File: config.mk
export PLATFORM = sky130hd
export DESIGN_NAME = axi_wr_arbiter
export DESIGN_NICKNAME = d
export VERILOG_FILES = /design/src/rtl/axi_wr_arbiter.sv
export SDC_FILE = /design/constraint.sdc
export NUM_CORES = 1
export LEC_CHECK = 0
export CAP_MARGIN = 10
export CELL_PAD_IN_SITES_DETAIL_PLACEMENT = 1
export CELL_PAD_IN_SITES_GLOBAL_PLACEMENT = 1
export CORE_ASPECT_RATIO = 2
export CORE_MARGIN = 5
export CORE_UTILIZATION = 16
export CTS_CLUSTER_DIAMETER = 30
export DETAILED_ROUTE_END_ITERATION = 12
export GPL_ROUTABILITY_DRIVEN = 0
export PLACE_DENSITY_LB_ADDON = 0.25
export SYNTH_ARGS = -nofsm -noshare
export SYNTH_HDL_FRONTEND = slang
export SYNTH_SLANG_ARGS = --single-unit
export TNS_END_PERCENT = 20
File: constraint.sdc
create_clock -name axi_aclk -period 3.4 [get_ports axi_aclk]
set_clock_uncertainty 0.05 [all_clocks]
set_input_delay 0.68 -clock axi_aclk [delete_from_list [all_inputs] [get_ports axi_aclk]]
set_output_delay 0.68 -clock axi_aclk [all_outputs]
set_load 0.01 [all_outputs]
File: src/rtl/axi_wr_arbiter.sv
// -----------------------------------------------------------------------------
// axi_wr_arbiter
//
// Round-robin arbiter sharing one AXI-Lite write master port between NUM_REQ
// AXI-Lite write requesters. One complete AW/W/B transaction is owned at a
// time; requesters are never interleaved. Requester i occupies slice i of
// every packed s_axi_* vector. A requester asks for the bus with
// s_axi_awvalid only; W-valid on its own never requests.
//
// Ports:
//   axi_aclk, axi_aresetn        clock, asynchronous active-low reset
//   s_axi_aw*/w*/b*              packed upstream requester channels
//   m_axi_aw*/w*/b*              single downstream master channels
//
// Optional feature (compile-time macro AXI_WR_ARB_TIMEOUT_EN):
//   When defined, a watchdog counts RESP cycles without a downstream B.
//   After TIMEOUT_CYCLES such cycles the granted requester receives a
//   synthetic error response (bresp=1), held until it accepts it; any late
//   downstream B is then ignored. When undefined, RESP waits indefinitely
//   and no counter exists.
// -----------------------------------------------------------------------------
module axi_wr_arbiter #(
    parameter int NUM_REQ        = 2,
    parameter int DATA_WIDTH     = 32,
    parameter int ADDR_WIDTH     = 8,
    parameter int TIMEOUT_CYCLES = 255
) (
    input  logic                            axi_aclk,
    input  logic                            axi_aresetn,
    input  logic [NUM_REQ*ADDR_WIDTH-1:0]   s_axi_awaddr,
    input  logic [NUM_REQ-1:0]              s_axi_awvalid,
    output logic [NUM_REQ-1:0]              s_axi_awready,
    input  logic [NUM_REQ*DATA_WIDTH-1:0]   s_axi_wdata,
    input  logic [NUM_REQ*DATA_WIDTH/8-1:0] s_axi_wstrb,
    input  logic [NUM_REQ-1:0]              s_axi_wvalid,
    output logic [NUM_REQ-1:0]              s_axi_wready,
    output logic [NUM_REQ-1:0]              s_axi_bresp,
    output logic [NUM_REQ-1:0]              s_axi_bvalid,
    input  logic [NUM_REQ-1:0]              s_axi_bready,
    output logic [ADDR_WIDTH-1:0]           m_axi_awaddr,
    output logic                            m_axi_awvalid,
    input  logic                            m_axi_awready,
    output logic [DATA_WIDTH-1:0]           m_axi_wdata,
    output logic [DATA_WIDTH/8-1:0]         m_axi_wstrb,
    output logic                            m_axi_wvalid,
    input  logic                            m_axi_wready,
    input  logic                            m_axi_bresp,
    input  logic                            m_axi_bvalid,
    output logic                            m_axi_bready
);

    localparam int GW     = $clog2(NUM_REQ);
    localparam int STRB_W = DATA_WIDTH / 8;

`ifdef AXI_WR_ARB_TIMEOUT_EN
    // Watchdog width: just wide enough for TIMEOUT_CYCLES, kept within 8..16.
    localparam int CW_RAW = $clog2(TIMEOUT_CYCLES + 1);
    localparam int CW     = (CW_RAW < 8) ? 8 : ((CW_RAW > 16) ? 16 : CW_RAW);

    typedef enum logic [1:0] {IDLE, ADDR, RESP, TOUT} state_t;
`else
    typedef enum logic [1:0] {IDLE, ADDR, RESP} state_t;
`endif

    state_t          state_q, state_d;
    logic [GW-1:0]   grant_q, grant_d;
    logic [GW-1:0]   last_grant_q, last_grant_d;
    logic            aw_done_q, aw_done_d;
    logic            w_done_q, w_done_d;
    logic            aw_hs, w_hs;
    logic [GW-1:0]   rr_pick;

`ifdef AXI_WR_ARB_TIMEOUT_EN
    logic [CW-1:0]   tmo_cnt_q, tmo_cnt_d;
`endif

    // Per-requester views of the packed payload buses, indexed by grant.
    logic [ADDR_WIDTH-1:0] awaddr_arr [NUM_REQ];
    logic [DATA_WIDTH-1:0] wdata_arr  [NUM_REQ];
    logic [STRB_W-1:0]     wstrb_arr  [NUM_REQ];

    generate
        for (genvar gi = 0; gi < NUM_REQ; gi++) begin : g_slice
            assign awaddr_arr[gi] = s_axi_awaddr[gi*ADDR_WIDTH +: ADDR_WIDTH];
            assign wdata_arr[gi]  = s_axi_wdata[gi*DATA_WIDTH +: DATA_WIDTH];
            assign wstrb_arr[gi]  = s_axi_wstrb[gi*STRB_W +: STRB_W];
        end
    endgenerate

    // Round-robin pick: lowest requesting index above last_grant wins;
    // if none, wrap around to the lowest requesting index at or below it.
    // Scanning downward lets the last match (the lowest index) stick.
    always_comb begin
        logic [GW-1:0] pick_hi;
        logic [GW-1:0] pick_lo;
        logic          found_hi;
        pick_hi  = '0;
        pick_lo  = '0;
        found_hi = 1'b0;
        for (int i = NUM_REQ - 1; i >= 0; i--) begin
            if (s_axi_awvalid[i]) begin
                if (i > int'(last_grant_q)) begin
                    pick_hi  = GW'(i);
                    found_hi = 1'b1;
                end else begin
                    pick_lo = GW'(i);
                end
            end
        end
        rr_pick = found_hi ? pick_hi : pick_lo;
    end

    always_ff @(posedge axi_aclk or negedge axi_aresetn) begin
        if (!axi_aresetn) begin
            state_q      <= IDLE;
            grant_q      <= '0;
            last_grant_q <= GW'(NUM_REQ - 1);
            aw_done_q    <= 1'b0;
            w_done_q     <= 1'b0;
`ifdef AXI_WR_ARB_TIMEOUT_EN
            tmo_cnt_q    <= '0;
`endif
        end else begin
            state_q      <= state_d;
            grant_q      <= grant_d;
            last_grant_q <= last_grant_d;
            aw_done_q    <= aw_done_d;
            w_done_q     <= w_done_d;
`ifdef AXI_WR_ARB_TIMEOUT_EN
            tmo_cnt_q    <= tmo_cnt_d;
`endif
        end
    end

    // Outputs are purely a function of state, so reset drops them at once.
    always_comb begin
        state_d       = state_q;
        grant_d       = grant_q;
        last_grant_d  = last_grant_q;
        aw_done_d     = aw_done_q;
        w_done_d      = w_done_q;
        aw_hs         = 1'b0;
        w_hs          = 1'b0;
        s_axi_awready = '0;
        s_axi_wready  = '0;
        s_axi_bvalid  = '0;
        s_axi_bresp   = '0;
        m_axi_awaddr  = '0;
        m_axi_awvalid = 1'b0;
        m_axi_wdata   = '0;
        m_axi_wstrb   = '0;
        m_axi_wvalid  = 1'b0;
        m_axi_bready  = 1'b0;
`ifdef AXI_WR_ARB_TIMEOUT_EN
        tmo_cnt_d     = tmo_cnt_q;
`endif

        unique case (state_q)
            IDLE: begin
                if (|s_axi_awvalid) begin
                    grant_d = rr_pick;
                    state_d = ADDR;
                end
            end

            ADDR: begin
                m_axi_awaddr  = awaddr_arr[grant_q];
                m_axi_wdata   = wdata_arr[grant_q];
                m_axi_wstrb   = wstrb_arr[grant_q];
                m_axi_awvalid = s_axi_awvalid[grant_q] & ~aw_done_q;
                m_axi_wvalid  = s_axi_wvalid[grant_q] & ~w_done_q;
                s_axi_awready[grant_q] = m_axi_awready & ~aw_done_q;
                s_axi_wready[grant_q]  = m_axi_wready & ~w_done_q;
                aw_hs = m_axi_awvalid & m_axi_awready;
                w_hs  = m_axi_wvalid & m_axi_wready;
                // Both halves may finish in either order or together.
                if ((aw_done_q | aw_hs) && (w_done_q | w_hs)) begin
                    state_d   = RESP;
                    aw_done_d = 1'b0;
                    w_done_d  = 1'b0;
`ifdef AXI_WR_ARB_TIMEOUT_EN
                    tmo_cnt_d = '0;
`endif
                end else begin
                    aw_done_d = aw_done_q | aw_hs;
                    w_done_d  = w_done_q | w_hs;
                end
            end

            RESP: begin
                s_axi_bvalid[grant_q] = m_axi_bvalid;
                s_axi_bresp[grant_q]  = m_axi_bresp;
                m_axi_bready          = s_axi_bready[grant_q];
                if (m_axi_bvalid && s_axi_bready[grant_q]) begin
                    last_grant_d = grant_q;
                    state_d      = IDLE;
                end
`ifdef AXI_WR_ARB_TIMEOUT_EN
                else if (!m_axi_bvalid) begin
                    // Count only cycles with no downstream response in sight.
                    if (tmo_cnt_q == CW'(TIMEOUT_CYCLES - 1)) begin
                        state_d = TOUT;
                    end else begin
                        tmo_cnt_d = tmo_cnt_q + 1'b1;
                    end
                end
`endif
            end

`ifdef AXI_WR_ARB_TIMEOUT_EN
            TOUT: begin
                // Synthetic error response; m_axi_bready stays low so a
                // late downstream B is never consumed here.
                s_axi_bvalid[grant_q] = 1'b1;
                s_axi_bresp[grant_q]  = 1'b1;
                if (s_axi_bready[grant_q]) begin
                    last_grant_d = grant_q;
                    state_d      = IDLE;
                end
            end
`endif

            default: begin
                state_d = IDLE;
            end
        endcase
    end

endmodule

==> impl_metrics.tcl, run 1 <==
set metrics [dict create \
    htree_num_levels 1 \
    hp-class "flip-flop to flip-flop" \
    core.rowCount 43 \
    grt_usage_pct 13.2 \
    final-setup-viol-count 0 \
    cp.arrival_ps 2210 \
    grt_overflow 0 \
    ys.flop_type "dfrtp_1" \
    syn_to_final_growth_pct 153 \
    first_pass_iters 4 \
    die_x_um 68.8 \
    min_period_ps 2940 \
    start_kind "flip-flop" \
    path_class "flip-flop to output pin" \
    dr_total_vias 1675 \
    rsz0062_at_grt "false" \
    clock_latency_ps 230 \
    synthCells 145 \
    synth_common_cells "nor2_1 (48), mux2i_1 (46), buf_2 (6)" \
    multi_input_area_sq_um 870 \
    grt_max_degree 29 \
    wl_per_cell_um 16.0 \
    ys_seq_area_share_pct 13.7 \
    fmaxAchievable_ghz 0.340 \
    maxSlewHeadroom_pct 66.8 \
    clkTransAtPathRegs_ps 40 \
    fin_tns_setup_ps 0 \
    clock_path_buffers 2 \
    cts_resized 0 \
    synth_top_cell_area_share_pct 41.7 \
    slew_viol_final 0 \
    ir_worst_vdd_uv 248 \
    drc 0 \
    powerDensity_nw_per_um2 730 \
    cp-end-kind "output pin" \
    leakagePower_nw 1.18 \
    drive_above_1_share_pct 4.42 \
    yosysTopAreaCell "mux2i_1" \
    n_fill_cell 838 \
    via_per_inst 4.36 \
    grt_pass1_wl_mm 9.13 \
    cts_setup_buffers 0 \
    cts_buffers 3 \
    synth.most_common_cell "nor2_1" \
    synth_area_sq_um 1100 \
    routed_wl_mm 6.15 \
    ys_types 29 \
    synth_edf_count 0 \
    die_area_sq_um 8770 \
    antenna-diode-count 0 \
    hpwlAfterDp_mm 5.21 \
    drt-initial-drc-count 26 \
    cts_tree "yes" \
    worstPathRequired_ps 2670 \
    syn-mean-instance-area_sq_um 7.62 \
    ff_latch_area_sq_um 153 \
    layout.nets 395 \
    hold_viol_final 0 \
    portBuffers 154 \
    syn_nets 245 \
    max_cap_violations 0 \
    synthArstFlopShare_pct 100 \
    yosys-top-cells-area "mux2i_1 (42%), nor2_1 (16%), dfrtp_1 (11%), buf_4 (3.4%), buf_2 (2.7%)" \
    antenna_found_initial 0 \
    worst_pin_slew_ps 499 \
    grt_pass1_vias 1883 \
    cts_sinks 6 \
    fin_crit_sh_pct 86.4 \
    hold_buffers 0 \
    io_pins 155 \
    utilization_pct 40.9 \
    die-height_um 128 \
    clockRootBuffer "clkbuf_16" \
    status "finished, final reports clean" \
    ys_ff_latch 6 \
    crit_fanout 27 \
    start_util_pct 16.2 \
    ant_nets 0 \
    yosys_warnings 0 \
    core_sq_um 6830 \
]
per-layer routing:
layer	track usage, %	wire length (um)	share of wire (%)	vias to the layer above
li1	-	-	-	805
met1	14.3	2240	36	733
met2	21.6	2650	43	130
met3	8.80	1210	20	7
met4	2.07	51	0.83	0
met5	0	0	0	-
placed cells by master, fill, tap and decap left out, drive strengths merged:
master         Yosys  layout
mux2               1       1
and3               2       2
inv                2       2
nand2b             1       1
a2bb2oi            1       1
nor4b              2       2
dfrtp              5       5
nor2              48      48
clkdlybuf4s50      0     154
and4b              1       1
a21o               1       1
mux2i             46      46
o21bai             1       1
nor3               3       3
nand4b             1       1
nor4               1       1
o21a               1       1
a21oi              2       2
a311oi             1       1
nor2b              3       3
buf               12       3
a31o               1       1
dfstp              1       1
nor3b              1       1
nand2              4       4
a32o               1       1
a31oi              2       2
clkbuf             0       4
where the power goes:
part           internal (mW)  switching [mW]  leakage, nW
combinational          0.926           0.753         1.07
sequential             0.103          0.0630       0.0704
clock                  0.156          0.0425       0.0382
total                   1.18           0.859         1.18
worst max-delay path, cell delays in order (launching register included):
cell             delay (ps)
dfrtp_1                 440
nand2b_2                450
buf_4                   350
nor2_1                  170
clkdlybuf4s50_1         560
registers in the layout, indices dropped and copies added, names as in the netlist:
| signal | count |
|---|---|
| w_done_q | 1 |
| last_grant_q | 1 |
| state_q | 2 |
| grant_q | 1 |
| aw_done_q | 1 |
through the flow:
step	total power, mW	std cells	hold WS, ps	cell area (sq um)	setup slack, ps
6_report	2.04	384	483	2800	463
5_1_grt	2.21	384	508	2800	294
4_1_cts	2.09	384	483	2800	422
3_5_place_dp	1.88	380	478	2720	536
3_3_place_gp	1.85	380	477	2720	573
2_1_floorplan	1.03	145	334	1100	1420
worst paths after layout:
check / slack (ps) / startpoint / to / cells after the start
setup / recovery: 460 / state_q[1]$_DFFE_PN0P_ / m_axi_wdata[10] / 4
hold / removal: 480 / last_grant_q$_DFFE_PN1P_ / last_grant_q$_DFFE_PN1P_ / 2
setup reg to reg: 1630 / state_q[1]$_DFFE_PN0P_ / aw_done_q$_DFFE_PN0P_ / 4
hold reg to reg: 480 / last_grant_q$_DFFE_PN1P_ / last_grant_q$_DFFE_PN1P_ / 2
max in group asynchronous: 2370 / axi_aresetn / last_grant_q$_DFFE_PN1P_ / 1
min in group asynchronous: 650 / axi_aresetn / state_q[1]$_DFFE_PN0P_ / 1
cell type report:
type                       count  area share (%)
clock buffer                   4            2.82
timing repair buffer         157            56.4
sequential                     6            5.46
multi-input combinational    125            31.1
inverter                       2           0.268
tap                           90            4.03
cell families (layout without fill, tap and decap cells):
logic type | after synthesis | after routing | share of synthesized area, %
multiplexers | 47 | 47 | 43.0
AND/OR/NAND/NOR | 67 | 67 | 27.5
buffers and inverters | 14 | 163 | 7.81
flip-flops | 6 | 6 | 13.7
AO/OA/AOI/OAI | 11 | 11 | 7.93
(Power assumes the default switching activity.)
==> run 2, diff against run 1 <==
- SETUP_SLACK_MARGIN: default -> 0.15
==> results of run 2 <==
Final layout, timing and power as in run 1 (identical DEF).
